## config.mk

```make
export PLATFORM = sky130hd
export DESIGN_NAME = board_rst_cond_flat
export DESIGN_NICKNAME = d
export VERILOG_FILES = /design/src/rtl/board_rst_cond_pkg.sv /design/src/rtl/board_rst_cond_if.sv /design/src/rtl/board_rst_cond_sync2.sv /design/src/rtl/board_rst_cond.sv /design/src/flat_wrapper.sv
export SDC_FILE = /design/constraint.sdc
export NUM_CORES = 1
export LEC_CHECK = 0
export BUFFER_PORTS_ARGS = -buffer_cell sky130_fd_sc_hd__buf_2
export CAP_MARGIN = 20
export CORE_MARGIN = 1.5
export CORE_UTILIZATION = 27
export CTS_CLUSTER_SIZE = 25
export DETAILED_ROUTE_END_ITERATION = 8
export GPL_TIMING_DRIVEN = 0
export PLACE_DENSITY = 0.42
export REMOVE_ABC_BUFFERS = 1
export SYNTH_ARGS = -nofsm -noshare
export SYNTH_HDL_FRONTEND = slang
export SYNTH_SLANG_ARGS = --single-unit
```

## constraint.sdc

```tcl
create_clock -name SYS_CLK -period 2.3 [get_ports SYS_CLK]
set_input_delay 0.345 -clock SYS_CLK [delete_from_list [all_inputs] [get_ports SYS_CLK]]
set_output_delay 0.345 -clock SYS_CLK [all_outputs]
set_load 0.005 [all_outputs]
```

## src/rtl/board_rst_cond_pkg.sv

```systemverilog
`default_nettype none
// ============================================================================
//  Module   : board_rst_cond_pkg
//  Purpose  : Shared constants, state encoding and helper function for the
//             board reset conditioner (board_rst_cond and its interface).
//  Contents : ST_W        state register width (2)
//             EVT_CNT_W   reset event counter width (8)
//             rst_state_e ST_HOLD=0, ST_REL_WAIT=1, ST_RUN=2, ST_ILLEGAL=3
//             cnt_width() width of the debounce/hold counter
//  Revision : 1.0  initial release
// ============================================================================
package board_rst_cond_pkg;

    localparam int ST_W      = 2;
    localparam int EVT_CNT_W = 8;

    // Encoding 3 is never entered on purpose; it exists so the FSM can name
    // it and recover from it explicitly.
    typedef enum logic [ST_W-1:0] {
        ST_HOLD     = 2'd0,
        ST_REL_WAIT = 2'd1,
        ST_RUN      = 2'd2,
        ST_ILLEGAL  = 2'd3
    } rst_state_e;

    // The same counter times both the hold window and the debounce window,
    // so it must hold the larger terminal value without wrapping.
    function automatic int cnt_width(input int debounce_cyc, input int hold_cyc);
        int max_cyc;
        max_cyc = (debounce_cyc > hold_cyc) ? debounce_cyc : hold_cyc;
        return $clog2(max_cyc + 1);
    endfunction

endpackage
`default_nettype wire

```

## src/rtl/board_rst_cond_if.sv

```systemverilog
`default_nettype none
// ============================================================================
//  Module   : board_rst_cond_if
//  Purpose  : Groups the raw reset sources and conditioned reset/status
//             signals of board_rst_cond.
//  Signals  : BOARD_RST_SW  raw push-button (asynchronous)
//             SL_RST_N      raw FX3 reset, active-low (asynchronous)
//             SL_RST_N_OUT  conditioned reset, active-low
//             RST_EVT       one-cycle pulse per RUN->HOLD transition
//             RST_STATE     current FSM state
//             RST_EVT_CNT   reset event count
//  Modports : master  drives the raw sources, observes status (board / bench)
//             slave   the conditioner itself
//  Revision : 1.0  initial release
// ============================================================================
interface board_rst_cond_if;

    logic                                       BOARD_RST_SW;
    logic                                       SL_RST_N;
    logic                                       SL_RST_N_OUT;
    logic                                       RST_EVT;
    logic [board_rst_cond_pkg::ST_W-1:0]        RST_STATE;
    logic [board_rst_cond_pkg::EVT_CNT_W-1:0]   RST_EVT_CNT;

    modport master (
        output BOARD_RST_SW,
        output SL_RST_N,
        input  SL_RST_N_OUT,
        input  RST_EVT,
        input  RST_STATE,
        input  RST_EVT_CNT
    );

    modport slave (
        input  BOARD_RST_SW,
        input  SL_RST_N,
        output SL_RST_N_OUT,
        output RST_EVT,
        output RST_STATE,
        output RST_EVT_CNT
    );

endinterface
`default_nettype wire

```

## src/rtl/board_rst_cond_sync2.sv

```systemverilog
`default_nettype none
// ============================================================================
//  Module   : board_rst_cond_sync2
//  Purpose  : Two-flop synchroniser for one asynchronous level.
//  Params   : RST_VAL  value both flops take while rst_n is low
//  Ports    : clk    in  sampling clock
//             rst_n  in  synchronous active-low reset
//             d      in  asynchronous input level
//             q      out synchronised level, 2 cycles latency
//  Revision : 1.0  initial release
// ============================================================================
module board_rst_cond_sync2 #(
    parameter logic RST_VAL = 1'b0
) (
    input  logic clk,
    input  logic rst_n,
    input  logic d,
    output logic q
);

    logic meta_q;
    logic meta_d;
    logic sync_q;
    logic sync_d;

    always_comb begin
        meta_d = d;
        sync_d = meta_q;
    end

    always_ff @(posedge clk) begin
        if (!rst_n) begin
            meta_q <= RST_VAL;
            sync_q <= RST_VAL;
        end else begin
            meta_q <= meta_d;
            sync_q <= sync_d;
        end
    end

    assign q = sync_q;

endmodule
`default_nettype wire

```

## src/rtl/board_rst_cond.sv

```systemverilog
`default_nettype none
// ============================================================================
//  Module   : board_rst_cond
//  Purpose  : Conditions the raw board reset sources (push-button and the
//             FX3 SL_RST_N) into one clean, registered active-low reset with
//             2-flop synchronisation, symmetric debounce, a minimum hold
//             window and an event pulse for status logging.
//  Params   : DEBOUNCE_CYC  cycles a request level must hold to be accepted
//             HOLD_CYC      minimum cycles SL_RST_N_OUT stays low
//             SW_ACT_HIGH   1: BOARD_RST_SW active-high, 0: active-low
//  Ports    : SYS_CLK    in  sole clock
//             SYS_RST_N  in  synchronous active-low reset
//             bus        board_rst_cond_if.slave
//                        BOARD_RST_SW, SL_RST_N in;
//                        SL_RST_N_OUT, RST_EVT, RST_STATE, RST_EVT_CNT out
//  Config   : BOARD_RST_COND_CNT_EN  defined: saturating RST_EVT_CNT built;
//                                    undefined: RST_EVT_CNT tied to zero
//  Revision : 1.0  initial release
// ============================================================================
module board_rst_cond
    import board_rst_cond_pkg::*;
#(
    parameter int DEBOUNCE_CYC = 80_000,
    parameter int HOLD_CYC     = 16,
    parameter int SW_ACT_HIGH  = 1
) (
    input  logic               SYS_CLK,
    input  logic               SYS_RST_N,
    board_rst_cond_if.slave    bus
);

    localparam int                 c_cnt_w     = cnt_width(DEBOUNCE_CYC, HOLD_CYC);
    localparam logic [c_cnt_w-1:0] c_hold_last = c_cnt_w'(HOLD_CYC - 1);
    localparam logic [c_cnt_w-1:0] c_deb_last  = c_cnt_w'(DEBOUNCE_CYC - 1);
    localparam logic [c_cnt_w-1:0] c_cnt_one   = c_cnt_w'(1);

    // ------------------------------------------------------------------
    // Input synchronisation. The push-button is normalised to an
    // "active" flag before synchronising so its idle value is always 0,
    // independent of the pin polarity.
    // ------------------------------------------------------------------
    logic sw_act_raw;
    logic sw_act_s;
    logic sl_rst_n_s;
    logic req_s;

    assign sw_act_raw = (SW_ACT_HIGH != 0) ? bus.BOARD_RST_SW : ~bus.BOARD_RST_SW;

    board_rst_cond_sync2 #(
        .RST_VAL (1'b0)
    ) u_sync2_sw (
        .clk   (SYS_CLK),
        .rst_n (SYS_RST_N),
        .d     (sw_act_raw),
        .q     (sw_act_s)
    );

    board_rst_cond_sync2 #(
        .RST_VAL (1'b1)
    ) u_sync2_sl (
        .clk   (SYS_CLK),
        .rst_n (SYS_RST_N),
        .d     (bus.SL_RST_N),
        .q     (sl_rst_n_s)
    );

    // Both sources merge into a single request, so simultaneous assertion
    // produces one debounce run and one event.
    assign req_s = sw_act_s | ~sl_rst_n_s;

    // ------------------------------------------------------------------
    // FSM with shared hold/debounce counter
    // ------------------------------------------------------------------
    rst_state_e         state_q;
    rst_state_e         state_d;
    logic [c_cnt_w-1:0] cnt_q;
    logic [c_cnt_w-1:0] cnt_d;
    logic               out_q;
    logic               out_d;
    logic               evt_q;
    logic               evt_d;

    always_ff @(posedge SYS_CLK) begin
        if (!SYS_RST_N) begin
            state_q <= ST_HOLD;
            cnt_q   <= '0;
            out_q   <= 1'b0;
            evt_q   <= 1'b0;
        end else begin
            state_q <= state_d;
            cnt_q   <= cnt_d;
            out_q   <= out_d;
            evt_q   <= evt_d;
        end
    end

    always_comb begin
        state_d = state_q;
        cnt_d   = cnt_q;
        evt_d   = 1'b0;

        case (state_q)
            // Minimum low time after any assertion; requests are ignored.
            ST_HOLD: begin
                if (cnt_q == c_hold_last) begin
                    state_d = ST_REL_WAIT;
                    cnt_d   = '0;
                end else begin
                    cnt_d = cnt_q + c_cnt_one;
                end
            end

            // Release only after the request has been idle for a full
            // debounce window; any request activity restarts the window.
            ST_REL_WAIT: begin
                if (req_s) begin
                    cnt_d = '0;
                end else if (cnt_q == c_deb_last) begin
                    state_d = ST_RUN;
                    cnt_d   = '0;
                end else begin
                    cnt_d = cnt_q + c_cnt_one;
                end
            end

            // Assert only after the request has been steady for a full
            // debounce window; shorter glitches just clear the counter.
            ST_RUN: begin
                if (!req_s) begin
                    cnt_d = '0;
                end else if (cnt_q == c_deb_last) begin
                    state_d = ST_HOLD;
                    cnt_d   = '0;
                    evt_d   = 1'b1;
                end else begin
                    cnt_d = cnt_q + c_cnt_one;
                end
            end

            default: begin
                state_d = ST_HOLD;
                cnt_d   = '0;
            end
        endcase

        // Output is registered from the next state so it changes on the
        // same edge as the state transition.
        out_d = (state_d == ST_RUN);
    end

    assign bus.SL_RST_N_OUT = out_q;
    assign bus.RST_EVT      = evt_q;
    assign bus.RST_STATE    = state_q;

    // ------------------------------------------------------------------
    // Optional reset event counter
    // ------------------------------------------------------------------
`ifdef BOARD_RST_COND_CNT_EN
    logic [EVT_CNT_W-1:0] evt_cnt_q;
    logic [EVT_CNT_W-1:0] evt_cnt_d;

    // Counts on the edge that raises RST_EVT so the count and the pulse
    // become visible together; saturates instead of wrapping.
    always_comb begin
        evt_cnt_d = evt_cnt_q;
        if (evt_d && (evt_cnt_q != {EVT_CNT_W{1'b1}})) begin
            evt_cnt_d = evt_cnt_q + EVT_CNT_W'(1);
        end
    end

    always_ff @(posedge SYS_CLK) begin
        if (!SYS_RST_N) begin
            evt_cnt_q <= '0;
        end else begin
            evt_cnt_q <= evt_cnt_d;
        end
    end

    assign bus.RST_EVT_CNT = evt_cnt_q;
`else
    assign bus.RST_EVT_CNT = '0;
`endif

endmodule
`default_nettype wire
```

## src/flat_wrapper.sv

```systemverilog
// flat-port wrapper written by rule: the top's interface ports become plain ports
module board_rst_cond_flat import board_rst_cond_pkg::*;
#(
    parameter int DEBOUNCE_CYC = 80_000,
    parameter int HOLD_CYC     = 16,
    parameter int SW_ACT_HIGH  = 1
)
  (SYS_CLK, SYS_RST_N, bus_BOARD_RST_SW, bus_SL_RST_N, bus_SL_RST_N_OUT, bus_RST_EVT, bus_RST_STATE, bus_RST_EVT_CNT);
  board_rst_cond_if bus_i ();
  input  logic SYS_CLK;
  input  logic SYS_RST_N;
  input wire logic [$bits(bus_i.BOARD_RST_SW)-1:0] bus_BOARD_RST_SW;
  input wire logic [$bits(bus_i.SL_RST_N)-1:0] bus_SL_RST_N;
  output wire logic [$bits(bus_i.SL_RST_N_OUT)-1:0] bus_SL_RST_N_OUT;
  output wire logic [$bits(bus_i.RST_EVT)-1:0] bus_RST_EVT;
  output wire logic [$bits(bus_i.RST_STATE)-1:0] bus_RST_STATE;
  output wire logic [$bits(bus_i.RST_EVT_CNT)-1:0] bus_RST_EVT_CNT;
  assign bus_i.BOARD_RST_SW = bus_BOARD_RST_SW;
  assign bus_i.SL_RST_N = bus_SL_RST_N;
  assign bus_SL_RST_N_OUT = bus_i.SL_RST_N_OUT;
  assign bus_RST_EVT = bus_i.RST_EVT;
  assign bus_RST_STATE = bus_i.RST_STATE;
  assign bus_RST_EVT_CNT = bus_i.RST_EVT_CNT;
  board_rst_cond #(.DEBOUNCE_CYC(DEBOUNCE_CYC), .HOLD_CYC(HOLD_CYC), .SW_ACT_HIGH(SW_ACT_HIGH)) u_core (.SYS_CLK(SYS_CLK), .SYS_RST_N(SYS_RST_N), .bus(bus_i));
endmodule
```

==> impl_metrics.env <==
export IMPL_tightestPinTransition_ps=730
export IMPL_hold_viol_final=0
export IMPL_rrSetupSlack_ps=250
export IMPL_dieHeight_um=68.9
export IMPL_drv_slew=0
export IMPL_fin_nets=143
export IMPL_drv_cap=0
export IMPL_numCtsBuffers=3
export IMPL_busiest_layer="met2"
export IMPL_num_io_pins=16
export IMPL_cts_tree="built"
export IMPL_synthCells=131
export IMPL_dieArea_um2=4750
export IMPL_antenna_found_initial=0
export IMPL_fill_cells=450
export IMPL_postCtsSetupBuffers=0
export IMPL_hold_buffers=0
export IMPL_cts_root_buf="clkbuf_8"
export IMPL_dp_hpwl_um=1500
export IMPL_clkTransAtPathRegs_ps=90
export IMPL_leakagePower_nw=0.417
export IMPL_finalPower_mw=0.734
export IMPL_viasPerCell=4.77
export IMPL_clk_path_buf_depth=2
export IMPL_ant_nets=0
export IMPL_gr_usage_met1_pct=13.2
export IMPL_fmax_mhz=488
export IMPL_start_util_pct=28.7
export IMPL_grt_overflow=0
export IMPL_ir_worst_vdd_v=0.000361
export IMPL_use_met2_pct=17.2
export IMPL_cp_max_fo=17
export IMPL_drive_gt1_share_pct=11.7
export IMPL_synthDistinctLibCells=35
export IMPL_fin_skew_ps=3.69
export IMPL_tns_ps=0
export IMPL_grt_max_degree=18
export IMPL_cts_sinks=25
export IMPL_yosysWarningCount=0
export IMPL_htreeDepth=1
export IMPL_cp_arrival_ps=2180
export IMPL_yosysTopAreaCellShare_pct=42.7
export IMPL_regArea_um2=500
export IMPL_synth_seq_cells=25
export IMPL_cts_repair_resized=0
export IMPL_drt_pass1_iterations=4
export IMPL_die_x_um=68.9
export IMPL_rsz0062_at_grt="false"
export IMPL_vias=892
export IMPL_grt_total_usage_pct=10.6
export IMPL_global_route_usage_met3_pct=3.41
export IMPL_start_kind="register"
export IMPL_multi_input_area_um2=601
export IMPL_p_per_area_nw_per_um2=580
export IMPL_wire_per_inst_um=11.2
export IMPL_end_kind="register"
export IMPL_relSlewSlack_pct=51.3
export IMPL_portBuffers=7
export IMPL_whs_path_depth=2
export IMPL_drc=0
export IMPL_timing_rr_start="u_core.cnt_q[7]"
export IMPL_drt_wl_total_um=2090
export IMPL_synth_area_um2=1170
export IMPL_gp_congestion=0.690
export IMPL_cp_required_ps=2430
export IMPL_core_area_um2=4090
export IMPL_crit_type="register to register"
export IMPL_setup_viol=0
export IMPL_period_needed_ps=2050
export IMPL_grt_pass1_wl_um=3660
export IMPL_synth_largest_area_cell="dfxtp_1"
export IMPL_hold_path_class="input pin to register"
export IMPL_synth_area_leaders="dfxtp_1 (43%), xnor2_1 (9.0%), a21oi_1 (6.0%)"
export IMPL_ys_seq_area_share_pct=42.7
export IMPL_r2r_cells=4
export IMPL_endpoint="u_core.cnt_q[16]"
export IMPL_setup_worst_path_start="u_core.cnt_q[7]"
export IMPL_avgSynthCellArea_um2=8.95
export IMPL_syn2layout_area_growth_pct=8.00
export IMPL_fin_crit_sh_pct=89.0
export IMPL_worstReg2RegEnd="u_core.cnt_q[16]"
export IMPL_drt_iter0_drc=22
export IMPL_status="complete, no violations"
export IMPL_n_antenna_cell=0
export IMPL_rows=23
export IMPL_clkLatencyLatePin_ps=270
export IMPL_grt_pass1_vias=809
==> layout by cell type (no fill, tap or decap), types with 3 or more instances in the layout <==
| cell type | instances |
|---|---|
| conb_1 | 8 |
| nor2_1 | 4 |
| xnor2_1 | 12 |
| nand4_1 | 4 |
| nand2_1 | 4 |
| buf_2 | 7 |
| dfxtp_1 | 25 |
| nor4_1 | 6 |
| nand2b_1 | 4 |
| clkbuf_8 | 3 |
| nor3_1 | 8 |
| a21oi_1 | 14 |
| inv_1 | 5 |
| nand3_1 | 7 |
==> worst max-delay path: stages, from the launching register on <==
cell,delay [ps]
dfxtp_1,370
nor4_1,500
nand4b_1,320
o211ai_4,560
a22oi_1,170
==> synth_stat cells (all sizes together) <==
library cell and number:
dfxtp 25, a21oi 15, xnor2 12, buf 11, nor3 8, nand3 7
nor4 6, inv 5, nand2 4, nand2b 4, nand4 4, nor2 4
o21ai 3, or2 3, and2 2, o32ai 2, or3 2, xor2 2
a21boi 1, a22oi 1, and3 1, clkbuf 1, conb 1, ha 1
nand4b 1, nand4bb 1, nor2b 1, nor3b 1, o211ai 1, o21bai 1
==> logic make-up after synthesis <==
group | synth area share, %
other cells | 0.320
simple gates | 23.6
flops | 42.7
buf+inv | 9.07
fa+ha+maj | 1.07
xor+xnor | 10.5
compound gates | 12.8
==> flip-flops by register name (all words and copies together), names as in the netlist <==
name,flops
u_core.bus.RST_EVT,1
u_core.bus.SL_RST_N_OUT,1
u_core.u_sync2_sl.q,1
u_core.cnt_q,17
u_core.u_sync2_sw.meta_q,1
u_core.u_sync2_sl.meta_q,1
u_core.u_sync2_sw.q,1
u_core.bus.RST_STATE,2
==> layer usage <==
metal / share of wire (%) / vias to the layer above
met4: 1.4 / 0
met1: 48 / 410
met3: 4.1 / 5
met2: 47 / 17
met5: 0 / -
li1: - / 460
==> worst min path at each step <==
stage | from | endpoint | slack (ps)
after floorplan | u_core.u_sync2_sl.meta_q | u_core.u_sync2_sl.q | 390
after global placement | u_core.u_sync2_sl.meta_q | u_core.u_sync2_sl.q | 390
after detailed placement | u_core.u_sync2_sl.meta_q | u_core.u_sync2_sl.q | 400
after CTS | bus_SL_RST_N | u_core.u_sync2_sl.meta_q | 240
after global routing | bus_SL_RST_N | u_core.u_sync2_sl.meta_q | 240
final | bus_SL_RST_N | u_core.u_sync2_sl.meta_q | 250
==> through the flow <==
step / worst slack [ps] / instance area, um2 / util, % / std cells / hold slack [ps]
2_1_floorplan: 557 / 1110 / - / 126 / 386
3_3_place_gp: 54.3 / 1210 / 29.6 / 183 / 392
3_5_place_dp: 104 / 1210 / 29.6 / 183 / 400
4_1_cts: 82.2 / 1260 / 30.8 / 187 / 240
5_1_grt: 51.6 / 1270 / 31.0 / 187 / 239
6_report: 252 / 1270 / 31.0 / 187 / 252
==> report_power, final <==
| group | switching, mW | internal [mW] |
|---|---|---|
| registers | 0.00527 | 0.440 |
| clock network | 0.140 | 0.123 |
| logic | 0.0160 | 0.00974 |
==> final cells by class <==
type	count	area share (%)
Inverter	5	1.48
Clock inverter	1	0.593
Tap cell	50	4.94
Sequential cell	25	39.5
Multi-Input combinational cell	96	47.4
Timing Repair Buffer	7	2.77
Clock buffer	3	3.26
Power figures use the tool's default switching activity.
